$ cat src/rtl/led_mode_ctrl_if.sv
// Bundle of the button input and LED-control outputs of led_mode_ctrl.
// The master side drives the raw button and observes the controls; the
// slave side is the controller itself.
interface led_mode_ctrl_if;
    logic       btn_n;        // raw push-button, active-low, asynchronous
    logic       tick;         // one-cycle clock enable for the pattern stage
    logic [1:0] mode;         // LED pair select
    logic       running;      // high while ticks are generated
    logic       press_pulse;  // one-cycle pulse per accepted short press

    modport master (
        output btn_n,
        input  tick,
        input  mode,
        input  running,
        input  press_pulse
    );

    modport slave (
        input  btn_n,
        output tick,
        output mode,
        output running,
        output press_pulse
    );
endinterface

$ cat src/rtl/led_mode_ctrl.sv
// LED mode controller: debounces one push-button, steps the LED pair
// select on each short press, toggles tick generation on each long press,
// and produces the periodic tick enable for the downstream pattern stage.
module led_mode_ctrl #(
    parameter int DEBOUNCE_CYC = 250000,   // stable cycles to accept press/release
    parameter int TICK_CYC     = 12500000, // cycles per tick period
    parameter int LONG_CYC     = 25000000  // debounced hold cycles for a long press
) (
    input  logic           clk,
    input  logic           nRst,
    led_mode_ctrl_if.slave bus
);

    localparam int DB_W   = $clog2(DEBOUNCE_CYC + 1);
    localparam int HOLD_W = $clog2(LONG_CYC + 1);
    localparam int TICK_W = (TICK_CYC > 1) ? $clog2(TICK_CYC) : 1;

    localparam logic [DB_W-1:0]   DB_END    = DB_W'(DEBOUNCE_CYC);
    localparam logic [HOLD_W-1:0] HOLD_END  = HOLD_W'(LONG_CYC);
    localparam logic [TICK_W-1:0] TICK_LOAD = TICK_W'(TICK_CYC - 1);

    typedef enum logic [1:0] {
        IDLE,
        PRESS_DB,
        HELD,
        REL_DB
    } btn_state_t;

    btn_state_t        state;
    logic              btn_meta;
    logic              btn_sync;
    logic [DB_W-1:0]   db_cnt;
    logic [DB_W-1:0]   db_next;
    logic [HOLD_W-1:0] hold_cnt;
    logic              long_done;
    logic [TICK_W-1:0] tick_cnt;
    logic [1:0]        mode_q;
    logic              running_q;
    logic              press_q;
    logic              tick_q;
    logic              short_done;
    logic              long_fire;

    assign bus.mode        = mode_q;
    assign bus.running     = running_q;
    assign bus.press_pulse = press_q;
    assign bus.tick        = tick_q;

    // Two-flop synchroniser; resets to "released" so a held button after reset re-debounces.
    // NOTE: state registers use non-blocking (<=) assignments so every flop samples pre-edge values.
    always_ff @(posedge clk or negedge nRst) begin
        if (!nRst) begin
            btn_meta <= 1'b1;
            btn_sync <= 1'b1;
        end else begin
            btn_meta <= bus.btn_n;
            btn_sync <= btn_meta;
        end
    end

    // Decode this cycle's short-press completion and long-press threshold crossing.
    // NOTE: every variable assigned here gets an unconditional value first, so no latch is inferred.
    always_comb begin
        db_next    = db_cnt + DB_W'(1);
        short_done = (state == REL_DB) && btn_sync && (db_next == DB_END) && !long_done;
        long_fire  = (state == HELD) && (hold_cnt == HOLD_END) && !long_done;
    end

    // Button FSM with registered mode / running / press_pulse outputs.
    always_ff @(posedge clk or negedge nRst) begin
        if (!nRst) begin
            state     <= IDLE;
            db_cnt    <= '0;
            hold_cnt  <= '0;
            long_done <= 1'b0;
            mode_q    <= 2'd0;
            running_q <= 1'b1;
            press_q   <= 1'b0;
        end else begin
            press_q <= short_done;
            if (short_done) begin
                mode_q <= mode_q + 2'd1;
            end
            if (long_fire) begin
                running_q <= !running_q;
                long_done <= 1'b1;
            end
            case (state)
                IDLE: begin
                    if (!btn_sync) begin
                        state  <= PRESS_DB;
                        db_cnt <= '0;
                    end
                end
                PRESS_DB: begin
                    if (btn_sync) begin
                        state <= IDLE;
                    end else if (db_next == DB_END) begin
                        state     <= HELD;
                        hold_cnt  <= '0;
                        long_done <= 1'b0;
                    end else begin
                        db_cnt <= db_next;
                    end
                end
                HELD: begin
                    // Saturate so a very long hold neither wraps nor re-fires.
                    if (hold_cnt != HOLD_END) begin
                        hold_cnt <= hold_cnt + HOLD_W'(1);
                    end
                    if (btn_sync) begin
                        state  <= REL_DB;
                        db_cnt <= '0;
                    end
                end
                REL_DB: begin
                    // A bounce back low resumes the hold without losing long_done.
                    if (!btn_sync) begin
                        state <= HELD;
                    end else if (db_next == DB_END) begin
                        state <= IDLE;
                    end else begin
                        db_cnt <= db_next;
                    end
                end
                default: state <= IDLE;
            endcase
        end
    end

    // Tick down-counter: restarts its period on a mode change or on resume, pulses at zero.
    always_ff @(posedge clk or negedge nRst) begin
        if (!nRst) begin
            tick_cnt <= TICK_LOAD;
            tick_q   <= 1'b0;
        end else if (short_done || (long_fire && !running_q)) begin
            tick_cnt <= TICK_LOAD;
            tick_q   <= 1'b0;
        end else if (running_q) begin
            if (tick_cnt == '0) begin
                tick_cnt <= TICK_LOAD;
                tick_q   <= 1'b1;
            end else begin
                tick_cnt <= tick_cnt - TICK_W'(1);
                tick_q   <= 1'b0;
            end
        end else begin
            tick_q <= 1'b0;
        end
    end

endmodule

$ cat src/flat_wrapper.sv
// flat-port wrapper written by rule: the top's interface ports become plain ports
module led_mode_ctrl_flat 
#(
    parameter int DEBOUNCE_CYC = 250000,                                           
    parameter int TICK_CYC     = 12500000,                          
    parameter int LONG_CYC     = 25000000                                           
)
  (clk, nRst, bus_btn_n, bus_tick, bus_mode, bus_running, bus_press_pulse);
  led_mode_ctrl_if bus_i ();
  input  logic clk;
  input  logic nRst;
  input wire logic [$bits(bus_i.btn_n)-1:0] bus_btn_n;
  output wire logic [$bits(bus_i.tick)-1:0] bus_tick;
  output wire logic [$bits(bus_i.mode)-1:0] bus_mode;
  output wire logic [$bits(bus_i.running)-1:0] bus_running;
  output wire logic [$bits(bus_i.press_pulse)-1:0] bus_press_pulse;
  assign bus_i.btn_n = bus_btn_n;
  assign bus_tick = bus_i.tick;
  assign bus_mode = bus_i.mode;
  assign bus_running = bus_i.running;
  assign bus_press_pulse = bus_i.press_pulse;
  led_mode_ctrl #(.DEBOUNCE_CYC(DEBOUNCE_CYC), .TICK_CYC(TICK_CYC), .LONG_CYC(LONG_CYC)) u_core (.clk(clk), .nRst(nRst), .bus(bus_i));
endmodule
$ cat config.mk
export PLATFORM = sky130hd
export DESIGN_NAME = led_mode_ctrl_flat
export DESIGN_NICKNAME = d
export VERILOG_FILES = /design/src/rtl/led_mode_ctrl_if.sv /design/src/rtl/led_mode_ctrl.sv /design/src/flat_wrapper.sv
export SDC_FILE = /design/constraint.sdc
export NUM_CORES = 1
export LEC_CHECK = 0
export CORE_AREA = 3 3 93 95
export CTS_CLUSTER_SIZE = 12
export DETAILED_ROUTE_END_ITERATION = 10
export DIE_AREA = 0 0 96 98
export GPL_ROUTABILITY_DRIVEN = 0
export PLACE_DENSITY_LB_ADDON = 0.15
export SETUP_SLACK_MARGIN = 0.5
export SLEW_MARGIN = 10
export SYNTH_ARGS = -nofsm -noshare
export SYNTH_HDL_FRONTEND = slang
export SYNTH_SLANG_ARGS = --single-unit
$ cat constraint.sdc
create_clock -name clk -period 3.2 [get_ports clk]
set_input_delay 0.32 -clock clk [delete_from_list [all_inputs] [get_ports clk]]
set_output_delay 0.32 -clock clk [all_outputs]
set_load 0.01 [all_outputs]
==> reports/summary.md <==
The run finished with clean final reports. The post-synthesis mux area share came out at 2.70%. The first global-routing pass estimated 17,200 µm of wire.

Capturing element type of the critical path: a flip-flop. Cell row count: 32. The run gives 0.00216 µW as the leakage power summed over all cells. Setup repair after global routing could not meet its margin everywhere. The worst max-slew margin expressed relative to the limit was 35.2%; the vias per cell was 6.00. The HPWL after detailed placement is 6650 µm.

After global routing the overflow that remains totals 0. Entering global routing, the biggest net connects 78 pins. Counting along the longest clock path gives a buffer depth of 2. In this run the register-to-register setup slack is 590 ps. The floorplan step set the die height to 98 µm.

For the maximum level of the CTS H-tree, the log shows 3. The ratio of total power to cell area is 375 nW/µm². The number of enable-type register cells in the synthesized netlist works out to 0.

TritonCTS built the clock tree. In this run the tool buffered the top-level ports with 7 buffer cells. The commonest non-fill, non-tap cell in the layout is sky130_fd_sc_hd__nor2_1. When the netlist entered floorplanning its net count stood at 525. The fraction of the mapped netlist area in compound gates was 11.7%. At the worst endpoint, the arrival time is 2840 ps.

Clock-pin slew of the registers on the worst-case setup and hold paths: 80 ps. The insertion delay to the later sink of the worst-skew pair was 360 ps; the count of antenna-violating nets left after detailed routing was 0. Clock tree synthesis inserted a total of 9 buffers. Global routing used 4.08% of the available met3 tracks. The number of synthesis warnings is 0, and the average cell area after synthesis is 8.79 µm².

The standard cell core area was 7810 µm²; the area of the mapped netlist was 4540 µm². The via count of the first global-routing pass is 3,604, and the initial core utilization is 58.2%. Clock tree synthesis selected as its root buffer the cell sky130_fd_sc_hd__clkbuf_8.

Buffers inserted to repair hold after CTS numbered 0. The final critical path takes up 81.6% of the cycle. Post-synthesis adder-cell area fraction: 1.38%. The tightest min-delay check is of the input pin to async pin type. The number of failing hold endpoints at the final stage came out at 0. The required time at the endpoint of the critical path came out at 3430 ps. The repair_antennas step left the layout with diodes totalling 0. Global routing consumed, over all layers together, 22.8% of the routing resources.

For this run, global-route usage on met1 was measured as 33.1%. The total of max-cap violations was 0; the shortest clock period the worst path allows after layout was 2610 ps. For the global-route met2 utilization, the log shows 34.3%. Before antenna repair, the detailed router went through 6 iterations. The tools report the critical path launch point type as a flip-flop. The logs give 0 for the number of pins exceeding their max-slew limit in the final report and 0 for the final setup violation count. The synthesized design contains 77 register bits. The global routing stage identified its most utilized layer as met2. After Yosys synthesis, and, or, nand and nor cells account for 31.0% of the synthesized area. The layout overhead on the synthesized area was 11.3%; the slew at the pin closest to its max-slew limit was 972 ps.

Clock tree synthesis found a total of 77 sinks. The sum of routed wire length over all layers was 9910 µm. The tools report the number of antenna violations at the first check in global routing as 0. For this run, the leading register cell type out of synthesis is sky130_fd_sc_hd__dfrtp_1. At the end of the flow, the number of nets in the layout was 539. The library cells used most frequently in the layout, excluding fill and tap cells, are 63 x sky130_fd_sc_hd__nor2_1, 55 x sky130_fd_sc_hd__nand2_1, 51 x sky130_fd_sc_hd__dfrtp_1, 32 x sky130_fd_sc_hd__nand3_1, 31 x sky130_fd_sc_hd__o21ai_0.

After synthesis, the netlist uses 57 different library cells. Filler cell count: 656. The fraction of synthesis flops using an asynchronous set or reset pin came out at 100%.

The non-filler instance count after layout was 638. Xor/xnor share of the synthesized area: 6.36%. The number of placed instances, taps included, is 617. The tools report the die outline area as 9410 µm².

The maximum VDD drop is 224 µV, and the number of primary I/O pins is 8. Synthesis produced a netlist whose cell count is 517. The detailed router placed 3,830 vias in this run.

The logs give 225 for the violation count after the first detailed-routing iteration and 0 ps for the sum of negative setup slack. By area, the combinational part of the netlist is dominated by simple AND/OR/NAND/NOR gates. The wire length per cell was 15.5 µm. Static timing analysis puts the maximum clock frequency at 0.383 GHz.

Overall power consumption after layout is estimated at 1900 µW. Clock skew on the completed layout was measured at 8.95 ps. The fraction of layout instances using a drive strength above 1 works out to 16.0%. The classification of the worst setup path is flip-flop to flip-flop. From left edge to right edge, the die measures 96 µm.

In the routed design, unresolved DRC markers number 0. The sequential fraction of the synthesis area is 42.9%. Along the worst path, the maximum fanout reaches 17.
## routing by layer
layer,routed length [µm],vias up
met5,0,-
met4,159,0
met3,416,18
met2,4710,86
met1,4630,1838
li1,-,1888
## synthesized netlist by cell type (10+ instances only)
| library cell | count | area, µm² |
|---|---|---|
| sky130_fd_sc_hd__clkbuf_1 | 19 | 71.3 |
| sky130_fd_sc_hd__nand2_1 | 56 | 210 |
| sky130_fd_sc_hd__o21ai_0 | 32 | 160 |
| sky130_fd_sc_hd__mux2i_1 | 10 | 100 |
| sky130_fd_sc_hd__xor2_1 | 15 | 131 |
| sky130_fd_sc_hd__nand3_1 | 33 | 165 |
| sky130_fd_sc_hd__xnor2_1 | 18 | 158 |
| sky130_fd_sc_hd__dfstp_2 | 19 | 499 |
| sky130_fd_sc_hd__nor3_1 | 18 | 90.1 |
| sky130_fd_sc_hd__dfrtp_1 | 58 | 1450 |
| sky130_fd_sc_hd__nor4_1 | 20 | 125 |
| sky130_fd_sc_hd__nand4_1 | 18 | 113 |
| sky130_fd_sc_hd__inv_1 | 22 | 82.6 |
| sky130_fd_sc_hd__a21oi_1 | 11 | 55.1 |
| sky130_fd_sc_hd__nor2_1 | 63 | 236 |
## path summary, 6_finish.rpt
kind,start,end,depth (start not counted)
max in group asynchronous,nRst,u_core.db_cnt[2],1
worst max register to register,u_core.db_cnt[12],u_core.hold_cnt[5],7
worst min register to register,u_core.btn_meta,u_core.btn_sync,0
worst min-delay path,nRst,u_core.db_cnt[14],1
min in group clk,u_core.btn_meta,u_core.btn_sync,0
worst max-delay path,u_core.db_cnt[12],u_core.hold_cnt[5],7
## critical path, stage by stage (launching register included)
cell                      delay [ps]
sky130_fd_sc_hd__dfrtp_1         480
sky130_fd_sc_hd__nand4_1         190
sky130_fd_sc_hd__nor4_4          410
sky130_fd_sc_hd__mux2i_1         180
sky130_fd_sc_hd__or4_4           620
sky130_fd_sc_hd__nor4_4          220
sky130_fd_sc_hd__buf_4           250
sky130_fd_sc_hd__o21ai_0         120
## flip-flops by register name, summed over array words and instances (netlist names), named ones only
register,cells
u_core.hold_cnt,25
u_core.tick_cnt,24
u_core.db_cnt,18
u_core.bus.mode,2
u_core.btn_meta,1
u_core.btn_sync,1
u_core.bus.press_pulse,1
u_core.bus.running,1
u_core.bus.tick,1
u_core.long_done,1
u_core.state,1
## metrics by stage
stage,hold slack [ps],setup slack (ps),cell area (µm²),util [%]
final,96.2,589,5060,64.8
after CTS,154,485,4990,64.0
after global routing,195,460,5060,64.8
after floorplan,24.4,637,4540,-
after detailed placement,347,325,4740,60.7
after global placement,346,441,4740,60.7
## final cells by class
type / count / area (µm²) / area share [%]
clock inverter: 3 / 42.5 / 0.841
sequential: 77 / 1960 / 38.7
inverter: 22 / 82.6 / 1.63
tap: 102 / 128 / 2.52
timing repair buffer: 25 / 206 / 4.08
clock buffer: 13 / 169 / 3.34
multi-input combinational: 396 / 2470 / 48.8
## report_power, final
part,internal [µW],switching [µW]
combinational,28.2,47.3
clock,424,365
sequential,994,39.1
total,1450,452
## kinds of logic (layout without fill, tap and decap cells)
group	count (synthesis)	after routing
multiplexers	12	12
XOR/XNOR	33	33
AND/OR/NAND/NOR	266	266
flip-flops	77	77
buffers and inverters	44	63
adder cells (fa/ha/maj)	5	5
AO/OA/AOI/OAI	80	80
## repair_timing
item,4_1_cts,5_1_grt
setup endpoints to repair,30,39
buffers inserted,1,4
gates resized for setup,7,12
pin swaps,1,5
No activity file was read; power rests on OpenSTA's default activity.
==> edit (same settings) <==
Encoding of `btn_state_t`: now Gray code (2 bits for 4 states).
--- a/src/rtl/led_mode_ctrl.sv
+++ b/src/rtl/led_mode_ctrl.sv
@@ -20,10 +20,10 @@
     localparam logic [TICK_W-1:0] TICK_LOAD = TICK_W'(TICK_CYC - 1);
 
     typedef enum logic [1:0] {
-        IDLE,
-        PRESS_DB,
-        HELD,
-        REL_DB
+        IDLE     = 2'b00,
+        PRESS_DB = 2'b01,
+        HELD     = 2'b11,
+        REL_DB   = 2'b10
     } btn_state_t;
 
     btn_state_t        state;
Check against the original RTL: no difference found for any inputs over 10 cycles, from zero or initial values and one cycle with nRst low; not proved beyond that.
==> edit against the unedited design <==
Worst setup slack got worse by 55 ps; area after synthesis rose by 5.2%; critical path depth unchanged; hold slack got worse by 45 ps; sequential cell count unchanged; wire length increased by 14%; first-iteration DRC count is 45% higher; final area rose by 9.7%; maximum frequency decreased by 2.1%; synthesized cell count is 5.2% higher; count of clock-buffer cells in the layout decreased by 2; critical endpoint is now u_core.hold_cnt[0].
Power is not compared: it rests on default switching activity, and its combinational part moved more than twofold at a synthesized area within 25%.
==> edit: results (changes against the unedited design) <==
Run status:
- Outcome: completed (unchanged).

Synthesis:
- The post-synthesis instance total was 544 (was 517).
- The share of synthesized area occupied by flip-flops and latches is 0.408 (was 0.429).
- Synth cell count leaders: 71 x sky130_fd_sc_hd__nand2_1, 58 x sky130_fd_sc_hd__dfrtp_1, 45 x sky130_fd_sc_hd__nor2_1, 40 x sky130_fd_sc_hd__o21ai_0 (was 63 x sky130_fd_sc_hd__nor2_1, 58 x sky130_fd_sc_hd__dfrtp_1, 56 x sky130_fd_sc_hd__nand2_1, 33 x sky130_fd_sc_hd__nand3_1, 32 x sky130_fd_sc_hd__o21ai_0).
- The async set-reset flop share out of synthesis was 1.00 (unchanged).
- The post-synthesis cell type count is 62 (was 57).
- The total nets after synthesis is 557 (was 525).
- Largest cells by area after synthesis: sky130_fd_sc_hd__dfrtp_1 30%, sky130_fd_sc_hd__dfstp_2 10%, sky130_fd_sc_hd__nand2_1 5.6%, sky130_fd_sc_hd__o21ai_0 4.2%, sky130_fd_sc_hd__o31ai_1 3.8% (was sky130_fd_sc_hd__dfrtp_1 32%, sky130_fd_sc_hd__dfstp_2 11%, sky130_fd_sc_hd__nor2_1 5.2%, sky130_fd_sc_hd__nand2_1 4.6%, sky130_fd_sc_hd__nand3_1 3.6%).

Timing:
- The setup skew after layout is 15.1 ps (was 8.95 ps).
- The minimum clock period after layout was 2670 ps (was 2610 ps).
- The relative slew slack came to 0.348 (was 0.352).

Clock network:
- The clock edge transition at the registers on the reported setup and hold paths is ~90 ps.
- The number of buffers created by CTS was 9 (unchanged).
- The clock latency at the later pin of the worst-skew pair is 360 ps (about the same).

Layout:
- The final cell count without fillers is 671 (was 638).
- The share of cells above drive strength 1 came to 0.228 (was 0.160).
- The number of filler cells placed in the layout was 600 (was 656).
- The final net count is 577 (was 539).

Critical path:
- The largest fanout on the critical path is 7 (was 17).
- The reg2reg setup slack is 530 ps (was 590 ps).
- The cell with the largest stage delay on the worst path is sky130_fd_sc_hd__or4_4 (unchanged).
- The largest incremental delay on the critical path came to 580 ps (was 620 ps).
- The nature of the critical path endpoint is a flop (unchanged).
- The reg-to-reg endpoint is u_core.hold_cnt[0] (was u_core.hold_cnt[5]).
- The startpoint of the worst register-to-register path is u_core.db_cnt[1] (was u_core.db_cnt[12]).
- The critical path arrival was 2920 ps (was 2840 ps).

Route:
- The iteration count of the initial detailed-routing pass is 5 (was 6).
- The DRC marker count from the first detailed-route iteration was 326 (was 225).
- The wire length after detailed routing is 11300 um (was 9910 um).
- The overall via count from detail_route is 4223 (was 3830).

GRT:
- The global-route wire length before repair came to 18800 um (was 17200 um).
- The number of antenna violations at the first check in global routing came to 0 (unchanged).
- The total routing usage reported by global routing is 0.245 (was 0.228).
- The via count of the first global-routing pass came to 3907 (was 3604).

Placement:
- The placed cell count is 636 (was 617).
- The placement-stage worst setup slack was 127 ps (was 325 ps).
- The HPWL after detailed placement is 7350 um (was 6650 um).

Power and ir drop:
- IR analysis of the VDD net gives a maximum drop of ~0.00034 V.
## edit: through the flow
stage	instance area (um2)	hold WS [ps]	utilization
after floorplan	4790	24.4	-
after global placement	4950	348	0.634
after detailed placement	4950	349	0.634
after CTS	5260	143	0.674
after global routing	5550	168	0.711
final	5550	51.0	0.711
## edit: layout make-up
class | instances | area [um2] | area share
multi-input combinational | 420 | 2870 | 0.518
inverter | 17 | 63.8 | 0.0115
clock buffer | 11 | 141 | 0.0255
tap | 102 | 128 | 0.0230
timing repair buffer | 39 | 339 | 0.0611
sequential | 77 | 1970 | 0.354
clock inverter | 5 | 36.3 | 0.00654
## edit: report_power, final
| group | total [uW] | switching [uW] | internal (uW) |
|---|---|---|---|
| sequential | 1110 | 76.8 | 1030 |
| combinational | 921 | 590 | 331 |
| clock | 677 | 374 | 303 |
| total | 2700 | 1040 | 1660 |
## edit: repair_timing
action	in CTS	in global routing
gates resized for setup	25	39
pin swaps	0	10
cloned	1	0
buffers inserted	3	15
setup endpoints to repair	32	49
## edit: kinds of logic after synthesis
logic type / after synthesis / share of synthesized area
AOI/OAI and AO/OA: 128 / 0.188
xor gates and xnor gates: 20 / 0.0366
adders and majority gates: 10 / 0.0262
buffers and inverters: 48 / 0.0424
DFF: 77 / 0.408
muxes: 13 / 0.0277
and+or+nand+nor: 248 / 0.271
## edit: routing by layer
metal / vias up / share of wire / track usage
li1: 2045 / - / -
met1: 2071 / 0.46 / 0.342
met2: 88 / 0.49 / 0.379
met3: 19 / 0.032 / 0.0516
met4: 0 / 0.017 / 0.0799
met5: - / 0 / 0
